### src/rtl/hdc_frame_assembler_pkg.sv
// Shared constants, state encoding and helpers for the HDC frame assembler.
package hdc_frame_assembler_pkg;

    localparam int CHANNEL_WIDTH  = 16;
    localparam int INPUT_CHANNELS = 64;
    localparam int MODE_WIDTH     = 2;
    localparam int LABEL_WIDTH    = 5;

    // Smallest r with 2**r >= n; never below 1 so index ports stay non-empty.
    function automatic int ceilLog2(input int n);
        int r;
        r = 0;
        for (int i = 0; i < 31; i++) begin
            if ((1 << i) < n) r = i + 1;
        end
        return (r < 1) ? 1 : r;
    endfunction

    typedef enum logic {
        SYNC = 1'b0,
        FILL = 1'b1
    } state_e;

endpackage

### src/rtl/hdc_frame_outreg.sv
// Output holding register: presents one frame on a valid/ready port and
// takes a new frame whenever the assembler completes one.
module hdc_frame_outreg #(
    parameter int FW = 1024,
    parameter int MW = 2,
    parameter int LW = 5
) (
    input  logic          Clk_CI,
    input  logic          Reset_RI,
    input  logic          Load_SI,
    input  logic [0:FW-1] Frame_DI,
    input  logic [MW-1:0] Mode_DI,
    input  logic [LW-1:0] Label_DI,
    input  logic          Ready_SI,
    output logic          Valid_SO,
    output logic [0:FW-1] Frame_DO,
    output logic [MW-1:0] Mode_DO,
    output logic [LW-1:0] Label_DO
);

    logic          valid_q, valid_d;
    logic [0:FW-1] frame_q, frame_d;
    logic [MW-1:0] mode_q, mode_d;
    logic [LW-1:0] label_q, label_d;

    // A load wins over a handshake, so a frame completing in the handshake
    // cycle replaces the departing one and valid stays high. The upstream
    // only loads when the register is empty or draining this cycle.
    always_comb begin
        valid_d = valid_q;
        frame_d = frame_q;
        mode_d  = mode_q;
        label_d = label_q;
        if (Load_SI) begin
            valid_d = 1'b1;
            frame_d = Frame_DI;
            mode_d  = Mode_DI;
            label_d = Label_DI;
        end else if (valid_q && Ready_SI) begin
            valid_d = 1'b0;
        end
    end

    // Holding flops; data only moves on a load, so it is stable while stalled.
    always_ff @(posedge Clk_CI or posedge Reset_RI) begin
        if (Reset_RI) begin
            valid_q <= 1'b0;
            frame_q <= '0;
            mode_q  <= '0;
            label_q <= '0;
        end else begin
            valid_q <= valid_d;
            frame_q <= frame_d;
            mode_q  <= mode_d;
            label_q <= label_d;
        end
    end

    assign Valid_SO = valid_q;
    assign Frame_DO = frame_q;
    assign Mode_DO  = mode_q;
    assign Label_DO = label_q;

endmodule

### src/rtl/hdc_frame_assembler.sv
// Packs per-channel ADC samples into full frames with index checking,
// tag capture at channel 0, drop counting and a double-buffered output.
module hdc_frame_assembler #(
    parameter int CHANNEL_WIDTH  = hdc_frame_assembler_pkg::CHANNEL_WIDTH,
    parameter int INPUT_CHANNELS = hdc_frame_assembler_pkg::INPUT_CHANNELS,
    parameter int MODE_WIDTH     = hdc_frame_assembler_pkg::MODE_WIDTH,
    parameter int LABEL_WIDTH    = hdc_frame_assembler_pkg::LABEL_WIDTH,
    parameter int IDX_WIDTH      = hdc_frame_assembler_pkg::ceilLog2(INPUT_CHANNELS)
) (
    input  logic                                    Clk_CI,
    input  logic                                    Reset_RI,
    input  logic                                    SampleValid_SI,
    output logic                                    SampleReady_SO,
    input  logic [CHANNEL_WIDTH-1:0]                Sample_DI,
    input  logic [IDX_WIDTH-1:0]                    ChannelIdx_DI,
    input  logic [MODE_WIDTH-1:0]                   ModeIn_SI,
    input  logic [LABEL_WIDTH-1:0]                  LabelIn_DI,
    input  logic                                    Flush_SI,
    output logic                                    FrameValid_SO,
    input  logic                                    FrameReady_SI,
    output logic [0:CHANNEL_WIDTH*INPUT_CHANNELS-1] Frame_DO,
    output logic [MODE_WIDTH-1:0]                   ModeOut_SO,
    output logic [LABEL_WIDTH-1:0]                  LabelOut_DO,
    output logic [7:0]                              DropCount_DO
);

    import hdc_frame_assembler_pkg::*;

    localparam int                   FW       = CHANNEL_WIDTH * INPUT_CHANNELS;
    localparam int                   LAST_OFF = (INPUT_CHANNELS - 1) * CHANNEL_WIDTH;
    localparam logic [IDX_WIDTH-1:0] LAST     = IDX_WIDTH'(INPUT_CHANNELS - 1);

    state_e                 state_q, state_d;
    logic [IDX_WIDTH-1:0]   cnt_q, cnt_d;
    logic [0:FW-1]          asm_q, asm_d;
    logic [MODE_WIDTH-1:0]  mode_q, mode_d;
    logic [LABEL_WIDTH-1:0] label_q, label_d;
    logic [7:0]             drop_q, drop_d;
    logic [0:FW-1]          frame_new;
    logic                   load;
    logic                   accept;
    logic                   idx_zero;

    // Only the final sample needs the output register; it stalls when a
    // held frame is not leaving this cycle. Flush always blocks the input.
    assign SampleReady_SO = !Flush_SI &&
                            !(state_q == FILL && cnt_q == LAST &&
                              FrameValid_SO && !FrameReady_SI);
    assign accept   = SampleValid_SI && SampleReady_SO;
    assign idx_zero = (ChannelIdx_DI == '0);

    // Frame FSM, slot writes, tag capture and saturating drop counter.
    always_comb begin
        state_d = state_q;
        cnt_d   = cnt_q;
        asm_d   = asm_q;
        mode_d  = mode_q;
        label_d = label_q;
        drop_d  = drop_q;
        load    = 1'b0;

        // The last slot bypasses the assembly register straight to the output.
        frame_new = asm_q;
        frame_new[LAST_OFF +: CHANNEL_WIDTH] = Sample_DI;

        if (Flush_SI) begin
            state_d = SYNC;
            cnt_d   = '0;
        end else if (accept) begin
            if (state_q == SYNC) begin
                if (idx_zero) begin
                    asm_d[0 +: CHANNEL_WIDTH] = Sample_DI;
                    mode_d  = ModeIn_SI;
                    label_d = LabelIn_DI;
                    cnt_d   = IDX_WIDTH'(1);
                    state_d = FILL;
                end
            end else if (ChannelIdx_DI == cnt_q) begin
                if (cnt_q == LAST) begin
                    load    = 1'b1;
                    cnt_d   = '0;
                    state_d = SYNC;
                end else begin
                    asm_d[int'(ChannelIdx_DI) * CHANNEL_WIDTH +: CHANNEL_WIDTH] = Sample_DI;
                    cnt_d = cnt_q + 1'b1;
                end
            end else begin
                drop_d = (drop_q == 8'hFF) ? drop_q : drop_q + 8'd1;
                if (idx_zero) begin
                    // Out-of-order channel 0 restarts the frame in place.
                    asm_d[0 +: CHANNEL_WIDTH] = Sample_DI;
                    mode_d  = ModeIn_SI;
                    label_d = LabelIn_DI;
                    cnt_d   = IDX_WIDTH'(1);
                end else begin
                    cnt_d   = '0;
                    state_d = SYNC;
                end
            end
        end
    end

    // Assembly-side state flops.
    always_ff @(posedge Clk_CI or posedge Reset_RI) begin
        if (Reset_RI) begin
            state_q <= SYNC;
            cnt_q   <= '0;
            asm_q   <= '0;
            mode_q  <= '0;
            label_q <= '0;
            drop_q  <= '0;
        end else begin
            state_q <= state_d;
            cnt_q   <= cnt_d;
            asm_q   <= asm_d;
            mode_q  <= mode_d;
            label_q <= label_d;
            drop_q  <= drop_d;
        end
    end

    assign DropCount_DO = drop_q;

    hdc_frame_outreg #(
        .FW (FW),
        .MW (MODE_WIDTH),
        .LW (LABEL_WIDTH)
    ) u_outreg (
        .Clk_CI   (Clk_CI),
        .Reset_RI (Reset_RI),
        .Load_SI  (load),
        .Frame_DI (frame_new),
        .Mode_DI  (mode_q),
        .Label_DI (label_q),
        .Ready_SI (FrameReady_SI),
        .Valid_SO (FrameValid_SO),
        .Frame_DO (Frame_DO),
        .Mode_DO  (ModeOut_SO),
        .Label_DO (LabelOut_DO)
    );

endmodule
### config.mk
export PLATFORM = sky130hd
export DESIGN_NAME = hdc_frame_assembler
export DESIGN_NICKNAME = d
export VERILOG_FILES = /design/src/rtl/hdc_frame_assembler_pkg.sv /design/src/rtl/hdc_frame_outreg.sv /design/src/rtl/hdc_frame_assembler.sv
export SDC_FILE = /design/constraint.sdc
export NUM_CORES = 2
export LEC_CHECK = 0
export BUFFER_PORTS_ARGS = -buffer_cell sky130_fd_sc_hd__buf_2
export CAP_MARGIN = 20
export CORE_AREA = 2 2 417 419
export CTS_BUF_LIST = sky130_fd_sc_hd__clkbuf_8
export CTS_CLUSTER_DIAMETER = 30
export DETAILED_ROUTE_END_ITERATION = 12
export DIE_AREA = 0 0 419 421
export PLACE_DENSITY = 0.67
export RECOVER_POWER = 25
export SLEW_MARGIN = 20
export SYNTH_ARGS = -nofsm -noshare
export SYNTH_HDL_FRONTEND = slang
export SYNTH_HIERARCHICAL = 1
export SYNTH_SLANG_ARGS = --single-unit
### constraint.sdc
create_clock -name Clk_CI -period 35.2 [get_ports Clk_CI]
set_input_delay 3.52 -clock Clk_CI [delete_from_list [all_inputs] [get_ports Clk_CI]]
set_output_delay 3.52 -clock Clk_CI [all_outputs]
set_load 0.02 [all_outputs]
==> metrics.md <==
| Metric | Value |
|---|---|
| Status | `complete, but fails checks` |
| Failing checks | `max-capacitance violations, max-slew violations` |
| Simple-Gate Fraction of Synth Area | `about 1.8%` |
| Adder-cell share of the synthesized area | `less than 1%` |
| Worst-skew pair later-pin latency | `1.09 ns` |
| Kind of critical path | `in -> async` |
| Critical path cell sequence | `clkbuf_1, clkinvlp_2, clkbuf_1, clkbuf_1, buf_4, buf_4, buf_4, buf_4` |
| Fin crit share | `36.2%` |
| Least-Margin Pin Slew | `5.71 ns` |
| I/O Buffers | `between 1,000 and 1,500` |
| Clock Pin Slew Worst Setup and Hold Paths | `approximately 0.06 ns` |
| Vias in the first global route | `approximately 48,000` |
| Final hold viol count | `0` |
| Element type at the critical path end | `async pin` |
| Hold buffer count at CTS | `0` |
| Layout cells sized above 1 | `a little under 60%` |
| Worst EP required | `36.20 ns` |
| Cell Count, Final, Fillers Out | `8,561` |
| Die width | `between 400 and 500 µm` |
| First-pass GRT wire length | `338 mm` |
| Slew Limit Fails | `1,138` |
| Fillers | `~14,000` |
| Total routed wirelength | `232 mm` |
| Synth Register Bits | `2,062` |
| Final min period | `12.75 ns` |
| Max Freq | `just under 80 MHz` |
| Largest net degree at the start of global routing | `166` |
| Pwr Density | `around 54 nW/µm²` |
| Post-synth EDFFs | `0` |
| Hold Path Class | `reg -> reg` |
| # IOs | `~1,100` |
| Commonest non-fill, non-tap cell in the layout | `dfrtp_1` |
| CTS tree | `yes` |
| Vias | `roughly 45,000` |
| Most frequent cells in the layout | `2,062 x dfrtp_1, 1,212 x mux2_2, 1,056 x buf_2, 520 x mux2_4, 501 x clkbuf_8` |
| Multiplexer share of the synthesized area | `roughly 31%` |
| Clock buffers created by TritonCTS | `~430` |
| Seq/Total Area, Yosys | `a little under two thirds` |
| DRT iter0 DRCs | `roughly 2,700` |
| Final instance area | `96,700 µm²` |
| Root Driver | `clkbuf_8` |
| Initial Utilization | `between 40% and 50%` |
| Nets | `roughly 6,000` |
| Top post-synthesis cells by area | `dfrtp_1 64%, mux2_2 17%, mux2_4 11%, mux2_1 3.1%, buf_6 1.5%` |
| Std-Cell Rows | `about 150` |
| Initial antenna violation count | `30` |
| Slowest cell on crit path | `clkinvlp_2` |
| Yosys top cell by area | `dfrtp_1` |
| P_leak | `around 53 nW` |
| Syn nets | `roughly 4,700` |
| Setup ws final | `between 20 and 25 ns` |
| Hpwl dp | `about 150 mm` |
| Synth Area in Compound Gates | `less than 1%` |
| Htree depth | `5` |
| CP max stage delay | `2.91 ns` |
| Reg2Reg Launch Point | `cnt_q[0]` |
| Max Buffers Root-to-Sink | `4` |
| Cells after synthesis | `approximately 4,600` |
| Finish-stage setup viols | `0` |
| Final Skew | `around 0.094 ns` |
| Inst Count DP | `7,786` |
| TritonRoute pass-1 iters | `5` |
| Fin util | `approximately 56%` |
| Relative slew slack | `-282%` |
| Most frequent cell on the critical path | `buf_4` |
| # resized after CTS | `0` |
| Post-CTS Setup Inserts | `0` |
| Total gr overflow | `0` |
| Primary FF master, synth | `dfrtp_1` |
| Crit path from | `Reset_RI` |
| Synthesized cell area | `80,900 µm²` |
| Layout area overhead | `19.6%` |
| Gpl congestion | `~0.85` |
| Die Area | `176,000 µm²` |
| Remaining routing DRC violations | `0` |
| Routed length per instance | `between 20 and 30 µm` |
| Max-cap violation count | `20` |
| Post-synthesis cell type count | `52` |
| Unrepaired setup endpoints after global routing | `no` |
| Vias/cell | `between 5 and 6` |
| Setup Slack @ Placement | `roughly 26 ns` |
| Crit path launch type | `input pin` |
| Die Span Y | `approximately 420 µm` |
| Placed cell areas | `about 90,000 µm²` |
| Mean post-synth cell area | `between 15 and 20 µm²` |
| Core ar. | `roughly 170,000 µm²` |
| Largest family of logic cells by synthesized area | `multiplexers` |
| Critical Path AT | `~14 ns` |
| Worst Path Max Fanout | `approximately 110` |
| Fraction of registers with async set/reset | `between 90% and 100%` |
| XOR/XNOR Fraction of Synth Area | `less than 1%` |
| Setup TNS | `0 ns` |
| Post-synth top area share | `about 64%` |
| Clock sinks | `2,062` |
| Hold path startpoint | `asm_q[636]` |
| Worst vdd ir | `0.0463 mV` |
| Routed Antenna Nets | `0` |
| Ys Warns | `6` |
| Global router's overall resource usage | `between 20% and 30%` |
flip-flops by register name, indices dropped and copies added, names as in the netlist:
| signal | cells |
|---|---|
| u_outreg/Mode_DO | 2 |
| state_q | 1 |
| mode_q | 2 |
| cnt_q | 6 |
| u_outreg/Valid_SO | 1 |
| label_q | 5 |
| u_outreg/Frame_DO | 1024 |
| DropCount_DO | 8 |
| asm_q | 1008 |
| u_outreg/Label_DO | 5 |
final timing paths:
kind / endpoint / slack (ns) / cells past startpoint
hold / removal: u_outreg/Frame_DO[636] / 0.44 / 1
setup reg to reg: u_outreg/Frame_DO[957] / 27.98 / 10
setup / recovery: asm_q[983] / 22.45 / 8
min in group asynchronous: asm_q[545] / 4.08 / 2
hold reg to reg: u_outreg/Frame_DO[636] / 0.44 / 1
max in group Clk_CI: u_outreg/Frame_DO[957] / 25.55 / 10
per-stage QoR:
| stage | total power [mW] | hold WS (ns) |
|---|---|---|
| 2_1_floorplan | 2.48 | 0.452 |
| 3_3_place_gp | 2.53 | 0.462 |
| 3_5_place_dp | 2.53 | 0.471 |
| 4_1_cts | 5.29 | 0.441 |
| 5_1_grt | 5.42 | 0.454 |
| 6_report | 5.24 | 0.437 |
kinds of logic (layout without fill, tap and decap cells):
family / after synthesis / count (layout)
buffers and inverters: 330 / 1926
multiplexers: 2047 / 2047
XOR/XNOR: 13 / 13
adder cells (fa/ha/maj): 2 / 2
AO/OA/AOI/OAI: 21 / 21
flip-flops: 2062 / 2062
AND/OR/NAND/NOR: 153 / 153
other: 0 / 12
area by class of cell:
type	instances	area (µm²)	area share [%]
clock inverter	256	2650	2.73
timing repair buffer	1160	6070	6.28
inverter	9	36.3	0.0375
clock buffer	501	6900	7.13
antenna	12	30.0	0.0310
multi-input combinational	2236	26500	27.4
tap	2325	2910	3.01
sequential	2062	51600	53.4
layer usage:
metal	track usage, %	share of wire (%)
met1	31.7	38
met2	42.0	48
met3	6.26	5.8
met4	17.9	7.4
met5	0	0.0052
cells in the mapped netlist (3+ instances only):
cell type,count
dfrtp_1,2062
mux2_2,1213
mux2_4,609
mux2_1,225
buf_6,105
clkbuf_1,100
buf_2,87
nor3_4,41
nand3_1,17
buf_1,16
nand2_1,15
buf_4,12
nand3_4,10
nor2_1,10
xnor2_1,10
nor3_1,9
or3_1,8
and4_1,7
inv_1,7
and3_1,5
nand4_1,5
o21ai_0,5
a31oi_1,4
nor3_2,4
nand2_2,3
nand3_2,3
or2_2,3
xor2_1,3
power breakdown:
group          total (mW)  switching, mW  internal (mW)
Sequential           2.38        0.00120           2.38
Clock                2.76           1.08           1.68
Combinational       0.107         0.0980        0.00891
Total                5.24           1.18           4.06
worst max-delay path: cells and delay by family:
family | cells | cell delay, ns
buffers and inverters | 8 | 9.96
(Power assumes the default switching activity.)
